### src/rtl/rf_pulse_monitor.sv
// rf_pulse_monitor
//   Receive-side checker for the RF gate line. Once armed, it measures every
//   high pulse and low gap on rf_in in clk cycles and queues {level,width}
//   records in a first-word-fall-through FIFO for the host to read. A low
//   level lasting TIMEOUT cycles ends the sequence.
// Ports
//   clk, rst_n     clock, asynchronous active-low reset
//   rf_in          RF gate under test (asynchronous to clk)
//   arm            1-cycle pulse: clear status, wait for the first rising edge
//   rd_en          pop the head record (ignored while fifo_empty)
//   rd_level       head record level (1 = high pulse, 0 = low gap)
//   rd_width       head record duration in clk cycles
//   fifo_empty     no record available
//   fifo_full      FIFO holds FIFO_DEPTH records
//   overflow       sticky: a record was dropped
//   busy           waiting for the first edge or measuring
//   seq_done       sequence ended by timeout, held until the next arm
//   pulse_count    rising edges seen this sequence, saturating at 255
module rf_pulse_monitor #(
    parameter int CNT_W       = 32,
    parameter int FIFO_DEPTH  = 8,
    parameter int SYNC_STAGES = 2,
    parameter int TIMEOUT     = 200000
) (
    input  logic             clk,
    input  logic             rst_n,
    input  logic             rf_in,
    input  logic             arm,
    input  logic             rd_en,
    output logic             rd_level,
    output logic [CNT_W-1:0] rd_width,
    output logic             fifo_empty,
    output logic             fifo_full,
    output logic             overflow,
    output logic             busy,
    output logic             seq_done,
    output logic [7:0]       pulse_count
);
    localparam int AW = $clog2(FIFO_DEPTH);
    localparam logic [CNT_W-1:0] CNT_MAX = {CNT_W{1'b1}};
    // A timeout beyond the counter range can only be met at saturation.
    localparam logic [CNT_W-1:0] TO_C =
        (longint'(TIMEOUT) > longint'(CNT_MAX)) ? CNT_MAX : CNT_W'(TIMEOUT);

    typedef enum logic [1:0] {S_IDLE, S_ARMED, S_MEASURE, S_DONE} state_t;

    // Synchroniser and edge detection. Edges are registered once so that the
    // FSM sees rise/fall from flops; both edges share the same delay, so a
    // level held N cycles still measures exactly N.
    logic [SYNC_STAGES-1:0] sync_q;
    logic                   rf_s, rf_d_q, rise_q, fall_q;

    assign rf_s = sync_q[SYNC_STAGES-1];

    always_ff @(posedge clk or negedge rst_n) begin
        if (!rst_n) begin
            sync_q <= '0;
            rf_d_q <= 1'b0;
            rise_q <= 1'b0;
            fall_q <= 1'b0;
        end else begin
            sync_q <= {sync_q[SYNC_STAGES-2:0], rf_in};
            rf_d_q <= rf_s;
            rise_q <= rf_s & ~rf_d_q;
            fall_q <= ~rf_s & rf_d_q;
        end
    end

    // Measurement FSM
    state_t           state_q, state_d;
    logic [CNT_W-1:0] cnt_q, cnt_d, push_w_q, push_w_d;
    logic [7:0]       pc_q, pc_d;
    logic             lvl_q, lvl_d, done_q, done_d;
    logic             push_q, push_d, push_lvl_q, push_lvl_d;
    logic             flush;

    always_comb begin
        state_d    = state_q;
        cnt_d      = cnt_q;
        pc_d       = pc_q;
        lvl_d      = lvl_q;
        done_d     = done_q;
        push_d     = 1'b0;
        push_lvl_d = push_lvl_q;
        push_w_d   = push_w_q;
        flush      = 1'b0;
        case (state_q)
            S_IDLE, S_DONE: begin
                if (arm) begin
                    state_d = S_ARMED;
                    flush   = 1'b1;
                    done_d  = 1'b0;
                    pc_d    = '0;
                end
            end
            S_ARMED: begin
                // Leading low time is not recorded.
                if (rise_q) begin
                    state_d = S_MEASURE;
                    cnt_d   = CNT_W'(1);
                    pc_d    = 8'd1;
                    lvl_d   = 1'b1;
                end
            end
            S_MEASURE: begin
                if (rise_q || fall_q) begin
                    // Close the segment that just ended.
                    push_d     = 1'b1;
                    push_lvl_d = lvl_q;
                    push_w_d   = cnt_q;
                    cnt_d      = CNT_W'(1);
                    lvl_d      = rise_q;
                    if (rise_q && pc_q != 8'hFF) pc_d = pc_q + 8'd1;
                end else if (!lvl_q && cnt_q >= TO_C) begin
                    // Trailing gap is dropped.
                    state_d = S_DONE;
                    done_d  = 1'b1;
                end else if (cnt_q != CNT_MAX) begin
                    cnt_d = cnt_q + CNT_W'(1);
                end
            end
            default: state_d = S_IDLE;
        endcase
    end

    always_ff @(posedge clk or negedge rst_n) begin
        if (!rst_n) begin
            state_q    <= S_IDLE;
            cnt_q      <= '0;
            pc_q       <= '0;
            lvl_q      <= 1'b0;
            done_q     <= 1'b0;
            push_q     <= 1'b0;
            push_lvl_q <= 1'b0;
            push_w_q   <= '0;
        end else begin
            state_q    <= state_d;
            cnt_q      <= cnt_d;
            pc_q       <= pc_d;
            lvl_q      <= lvl_d;
            done_q     <= done_d;
            push_q     <= push_d;
            push_lvl_q <= push_lvl_d;
            push_w_q   <= push_w_d;
        end
    end

    // Record FIFO: pointers carry one wrap bit to tell full from empty.
    logic [AW:0]      wp_q, rp_q;
    logic             lvl_mem [FIFO_DEPTH];
    logic [CNT_W-1:0] w_mem   [FIFO_DEPTH];
    logic             empty, full, pop, wr, ovf_q;

    assign empty = (wp_q == rp_q);
    assign full  = (wp_q[AW] != rp_q[AW]) && (wp_q[AW-1:0] == rp_q[AW-1:0]);
    assign pop   = rd_en & ~empty & ~flush;
    // A pop in the same cycle frees the slot, so a full FIFO still accepts.
    assign wr    = push_q & ~flush & (~full | pop);

    always_ff @(posedge clk or negedge rst_n) begin
        if (!rst_n) begin
            wp_q  <= '0;
            rp_q  <= '0;
            ovf_q <= 1'b0;
        end else if (flush) begin
            wp_q  <= '0;
            rp_q  <= '0;
            ovf_q <= 1'b0;
        end else begin
            if (wr)  wp_q <= wp_q + 1'b1;
            if (pop) rp_q <= rp_q + 1'b1;
            if (push_q && !wr) ovf_q <= 1'b1;
        end
    end

    always_ff @(posedge clk) begin
        if (wr) begin
            lvl_mem[wp_q[AW-1:0]] <= push_lvl_q;
            w_mem[wp_q[AW-1:0]]   <= push_w_q;
        end
    end

    // Head is forced to zero while empty so outputs are defined out of reset.
    assign rd_level    = ~empty & lvl_mem[rp_q[AW-1:0]];
    assign rd_width    = empty ? '0 : w_mem[rp_q[AW-1:0]];
    assign fifo_empty  = empty;
    assign fifo_full   = full;
    assign overflow    = ovf_q;
    assign busy        = (state_q == S_ARMED) || (state_q == S_MEASURE);
    assign seq_done    = done_q;
    assign pulse_count = pc_q;

endmodule
### config.mk
export PLATFORM = sky130hd
export DESIGN_NAME = rf_pulse_monitor
export DESIGN_NICKNAME = d
export VERILOG_FILES = /design/src/rtl/rf_pulse_monitor.sv
export SDC_FILE = /design/constraint.sdc
export NUM_CORES = 1
export LEC_CHECK = 0
export ABC_AREA = 1
export ABC_CLOCK_PERIOD_IN_PS = 3400
export CAP_MARGIN = 0
export CORE_ASPECT_RATIO = 1.75
export CORE_MARGIN = 2
export CORE_UTILIZATION = 30
export CTS_BUF_LIST = sky130_fd_sc_hd__clkbuf_16
export CTS_CLUSTER_DIAMETER = 40
export DETAILED_ROUTE_END_ITERATION = 12
export PLACE_DENSITY_LB_ADDON = 0.1
export SLEW_MARGIN = 20
export SYNTH_ARGS = -nofsm -noshare
export SYNTH_HDL_FRONTEND = slang
export SYNTH_SLANG_ARGS = --single-unit
### constraint.sdc
create_clock -name clk -period 3.4 [get_ports clk]
set_input_delay 0.51 -clock clk [delete_from_list [all_inputs] [get_ports clk]]
set_output_delay 0.51 -clock clk [all_outputs]
set_load 0.02 [all_outputs]
==> results.tsv, run 1 <==
metric	value	unit
htree_levels	2	
finish.utilization	36.2	%
async_flop_share	25.8	%
clkSinkCount	356	
layout-drive-gt1-share	10.7	%
netlist_instances	1500	
relSlewSlack	45.5	%
start_kind	flip-flop	
grt_max_degree	70	
antenna_left	0	
ir_drop	369	uV
outcome	finished, final reports clean	
row_count	110	
synth_cell_type_count	31	
dieArea	54000	sq um
powerDensity	818	nW/um^2
dpl_worst_slack	0.497	ns
yosys-top-cells-count	nor2_1 (374), nand2_1 (269), edfxtp_1 (264), o21ai_0 (126), dfrtp_1 (92)	
nNetsFinal	1568	
clk_pin_slew	0.06	ns
globalplace.congestion	0.925	
clk_root_buffer_cell	clkbuf_16	
ys_seq_area_share	65.4	%
max-cap-violations	0	
end_kind	primary output	
ys.flop_type	edfxtp_1	
antenna_found_initial	0	
worst_skew_pair.late_latency	0.55	ns
vias	11016	
drt-wirelength-per-cell	20.3	microns
fillers	5211	
vias_per_cell	4.88	
p_leak	7.05	nW
synth_area	15600	sq um
seq_area	10200	sq um
cts_hold_buf	0	
ys_warn_count	0	
slew_violations	0	
tightest_slew	0.818	ns
finalHoldViolCount	0	
synth_nets	1513	
yosys.area.top_type	edfxtp_1	
fin_crit_sh	97.0	%
synthTopCellsByArea	edfxtp_1 (51%), dfrtp_1 (15%), nor2_1 (9.0%)	
cp.required	2.89	ns
path_class	flip-flop to primary output	
avgSynthCellArea	10.4	sq um
ys_seq_elements	356	
crit_path_max_fanout	15	
grt_pass1_wl	69800	microns
start_util	30.4	%
ios	51	
post-synth-top-count-cell	nor2_1	
dr.pass1.iters	4	
globalRouteTotalUtil	17.1	%
clock_skew	0.0141	ns
holdWs	0.0252	ns
setup_slack	0.100	ns
wirelength	45800	microns
fmax	303	MHz
min_period	3.30	ns
synth_top_area_share	50.7	%
grt_overflow_total	0	
io_buffers	50	
antenna_cells	0	
drc	0	
synth_edf_count	264	
die_x	177	microns
crit_arrival	2.79	ns
hold_class	input pin to asynchronous set/reset pin	
cts_buffers	43	
clock_path_buffers	3	
stdcell_count	2259	
die_y	306	microns
synthToLayoutAreaGrowth	19.0	%
multi_input_area	4850	sq um
cts_tree	built	
grt_setup_unrepaired	yes	
place_inst	2179	
report.final.setup_viol	0	
drt_iter0_drc	703	
core-area	51500	sq um
grt_pass1_vias	11286	
dp_hpwl	27800	microns
[power by group]
| group | internal, mW | leakage (nW) | switching, mW | total (mW) |
|---|---|---|---|---|
| Combinational | 1.95 | 2.66 | 3.39 | 5.34 |
| Sequential | 5.15 | 3.71 | 0.253 | 5.40 |
| Clock | 2.58 | 0.680 | 1.90 | 4.48 |
[state kept, by name, indices dropped and copies added, names as in the netlist]
| register | cells |
|---|---|
| sync_q | 2 |
| w_mem | 256 |
| fall_q | 1 |
| seq_done | 1 |
| cnt_q | 32 |
| wp_q | 4 |
| push_lvl_q | 1 |
| push_q | 1 |
| overflow | 1 |
| lvl_q | 1 |
| rf_d_q | 1 |
| lvl_mem | 8 |
| pulse_count | 8 |
| state_q | 2 |
| rise_q | 1 |
| push_w_q | 32 |
| rp_q | 4 |
[layout make-up]
type	count	share of cell area (%)
multi-input cells	994	26.1
clock inverters	32	1.40
clock buffers	45	6.05
repair buffers	85	5.45
well taps	672	4.52
flip-flops and latches	356	55.0
inverters	75	1.53
[layout by cell type, fill, tap and decap left out, types with 10 or more instances in the layout]
| cell type | netlist | layout |
|---|---|---|
| nor2_1 | 374 | 364 |
| nand2_1 | 269 | 269 |
| edfxtp_1 | 264 | 264 |
| o21ai_0 | 126 | 126 |
| dfrtp_1 | 92 | 89 |
| inv_1 | 69 | 73 |
| o32ai_1 | 66 | 66 |
| clkbuf_16 | 0 | 45 |
| nand3_1 | 36 | 35 |
| nand3_2 | 31 | 32 |
| clkdlybuf4s50_1 | 0 | 30 |
| o21ai_1 | 24 | 24 |
| buf_4 | 0 | 19 |
| nor2_4 | 7 | 15 |
| a21oi_1 | 14 | 13 |
| dlymetal6s2s_1 | 0 | 11 |
| buf_12 | 0 | 11 |
| xor2_1 | 10 | 10 |
| clkinv_1 | 0 | 10 |
[timing repair]
item	CTS	global route
endpoints found under the setup margin	9	14
buffers inserted	1	0
cloned	2	0
gates resized for setup	13	12
[metrics by stage]
stage / setup TNS, ns / total power, mW / instance area [sq um]
final: 0 / 15.2 / 18600
after global routing: -0.00756 / 16.1 / 18600
after CTS: 0 / 15.5 / 18600
after detailed placement: 0 / 10.9 / 17100
after global placement: 0 / 10.9 / 17100
after floorplan: 0 / 8.49 / 15600
[layer usage]
metal  GRT usage, %  share of wire (%)
met1           19.4                 39
met2           31.7                 53
met3           2.13                3.2
met4           7.78                4.6
met5              0                  0
[final timing paths]
path / end / cells past startpoint / slack [ns] / startpoint
setup reg to reg: w_mem[4][22] / 10 / 0.78 / state_q[0]
max in group asynchronous: cnt_q[31] / 2 / 2.70 / rst_n
hold / removal: push_w_q[21] / 1 / 0.03 / rst_n
setup / recovery: rd_level / 7 / 0.10 / rp_q[0]
hold reg to reg: sync_q[1] / 0 / 0.35 / sync_q[0]
min in group clk: sync_q[1] / 0 / 0.35 / sync_q[0]
[logic make-up after synthesis]
logic type	Yosys count	synth area share (%)
flip-flops	356	65.4
buffers and inverters	150	4.10
AO/OA/AOI/OAI	234	9.13
adder cells (fa/ha/maj)	8	0.640
AND/OR/NAND/NOR	741	20.1
XOR/XNOR	11	0.616
[worst max-delay path: stages, from the launching register on]
cell	delay [ns]
dfrtp_4	0.57
inv_4	0.18
buf_4	0.25
nor2_1	0.06
o32ai_1	0.26
nor2_1	0.07
nor2_1	0.20
clkdlybuf4s50_1	0.64
(Power assumes the default switching activity.)
==> inputs of run 2 (changes only) <==
==> constraint.sdc (replaced) <==
create_clock -name clk -period 3.4 [get_ports clk]
set_input_delay 0.68 -clock clk [delete_from_list [all_inputs] [get_ports clk]]
set_output_delay 0.68 -clock clk [all_outputs]
set_load 0.02 [all_outputs]
==> run 2 against run 1 <==
Against the previous run:
- global-route usage down 0.30 points
- non-clock buffer count increased by 6
- clock skew is 0.0090 ns higher
- via count down 0.19%
- wire length fell by 0.57%
- cell count is 0.22% higher
- critical path type unchanged
- sequential power about the same
- maximum frequency shrank 0.40%
- worst setup slack worse by 0.013 ns
==> results.tsv, run 2 (synthesized netlist as in run 1, its figures left out) <==
metric	value	unit	change
clk_root_buffer_cell	clkbuf_16		
globalplace.congestion	0.935		+1.1%
clk_pin_slew	0.05	ns	about the same
outcome	finished, final reports clean		
end_kind	primary output		
finalHoldViolCount	0		unchanged
synthToLayoutAreaGrowth	18.6	%	
grt_overflow_total	0		unchanged
start_util	30.4	%	unchanged
clkSinkCount	356		unchanged
mostFrequentLayoutCells	nor2_1 (364), nand2_1 (269), edfxtp_1 (264), o21ai_0 (126), dfrtp_1 (89)		
fin_crit_sh	97.4	%	+0.39 points
power.total	14.8	mW	-2.5%
io_buffers	50		unchanged
grt_pass1_vias	11262		-0.21%
layout-drive-gt1-share	10.5	%	-0.22 points
fillers	5176		-0.67%
clock_skew	0.0231	ns	+0.00899 ns
dr.pass1.iters	5		+1
drt-wirelength-per-cell	20.1	microns	-0.79%
hold_class	input pin to asynchronous set/reset pin		
ir_drop	385	uV	+4.3%
cts_buffers	41		-4.7%
drt_iter0_drc	687		-2.3%
cts_hold_buf	0		unchanged
cpLargestDelayFamily	buffers and inverters		
core-area	51500	sq um	unchanged
antenna_left	0		unchanged
fmax	302	MHz	-0.40%
wirelength	45500	microns	-0.57%
die_y	306	microns	unchanged
antenna_found_initial	1		+1
report.final.setup_viol	0		unchanged
ios	51		unchanged
row_count	110		unchanged
p_leak	7.04	nW	about the same
grt_max_degree	64		-8.6%
tightest_slew	0.789	ns	-0.0293 ns
start_kind	flip-flop		
drc	0		unchanged
relSlewSlack	47.4	%	+1.9 points
globalRouteTotalUtil	16.8	%	-0.30 points
clock_path_buffers	3		unchanged
grt_setup_unrepaired	no		
slew_violations	0		unchanged
cp.required	2.72	ns	-0.17 ns
powerDensity	800	nW/um^2	-2.2%
largest_reg_flops	256		unchanged
vias	10995		-0.19%
path_class	flip-flop to primary output		
max-cap-violations	0		unchanged
htree_levels	2		unchanged
dieArea	54000	sq um	unchanged
vias_per_cell	4.86		-0.41%
multi_input_area	4850	sq um	unchanged
seq_area	10200	sq um	unchanged
crit_arrival	2.63	ns	-0.16 ns
cts_tree	built		
cp_slowest_cell	clkdlybuf4s50_1		
dp_hpwl	27500	microns	-1.1%
crit_path_max_fanout	33		+18
tns	0	ns	unchanged
slowest_delay	0.61	ns	-0.03 ns
grt_pass1_wl	68500	microns	-1.8%
holdWs	0.154	ns	+0.129 ns
die_x	177	microns	unchanged
final_common_cell	nor2_1		
worst_skew_pair.late_latency	0.54	ns	about the same
min_period	3.31	ns	+0.0133 ns
nNetsFinal	1572		+0.26%
path_cells	xor2_1 > a21oi_1 > nand3_2 > buf_12 > o21ai_0 > nor2_1 > clkdlybuf4s50_1		
path_buf_inv	2		-1
==> run 2: through the flow <==
stage	instances	setup slack (ns)	instance area, sq um	utilization, %
after floorplan	1500	0.137	15600	-
after global placement	2184	0.335	17200	33.3
after detailed placement	2184	0.340	17200	33.3
after CTS	2261	0.00254	18500	35.9
after global routing	2263	0.00818	18500	36.0
final	2264	0.0872	18600	36.0
==> run 2: worst paths after layout <==
kind	cells past startpoint	from	slack (ns)	to
worst max-delay path	7	rp_q[1]	0.09	rd_width[14]
worst min-delay path	1	rst_n	0.15	cnt_q[23]
worst max register to register	10	cnt_q[0]	0.85	cnt_q[17]
worst min register to register	0	sync_q[0]	0.35	sync_q[1]
max in group asynchronous	2	rst_n	2.54	rp_q[1]
min in group clk	0	sync_q[0]	0.35	sync_q[1]
==> run 2: routing by layer <==
layer  wire length (microns)  global-route usage, %  vias up
li1                        -                      -     5273
met1                   18100                   19.6     5383
met2                   23700                   30.6      242
met3                    1590                   1.90       97
met4                    2080                   7.65        0
met5                       0                      0        -
==> run 2: cell type report <==
class	instances	area share [%]
flip-flops and latches	356	55.2
multi-input cells	994	26.1
clock buffers	43	5.80
repair buffers	91	5.79
well taps	672	4.53
inverters	75	1.56
clock inverters	32	0.985
diodes	1	0.0135
==> run 2: worst reg2reg max path: stages (launching register included) <==
cell and delay, ns:
dfrtp_1 0.60, ha_1 0.26, nand3_1 0.16, nor2_4 0.23, nand2_2 0.13, nor2_4 0.12, nand4_1 0.19, nand2_2 0.14
nand2_4 0.32, nand3_1 0.22, nand2_1 0.06
==> run 2: power breakdown <==
part	internal (mW)	switching (mW)	total, mW
logic	1.89	3.42	5.31
clock network	2.36	1.75	4.11
registers	5.15	0.275	5.43
total	9.40	5.45	14.8
==> run 2: repair_timing <==
action	in CTS	in global routing
buffers inserted	1	0
hold endpoints to repair	0	0
endpoints found under the setup margin	32	10
resized for setup	32	11
gates cloned	1	2
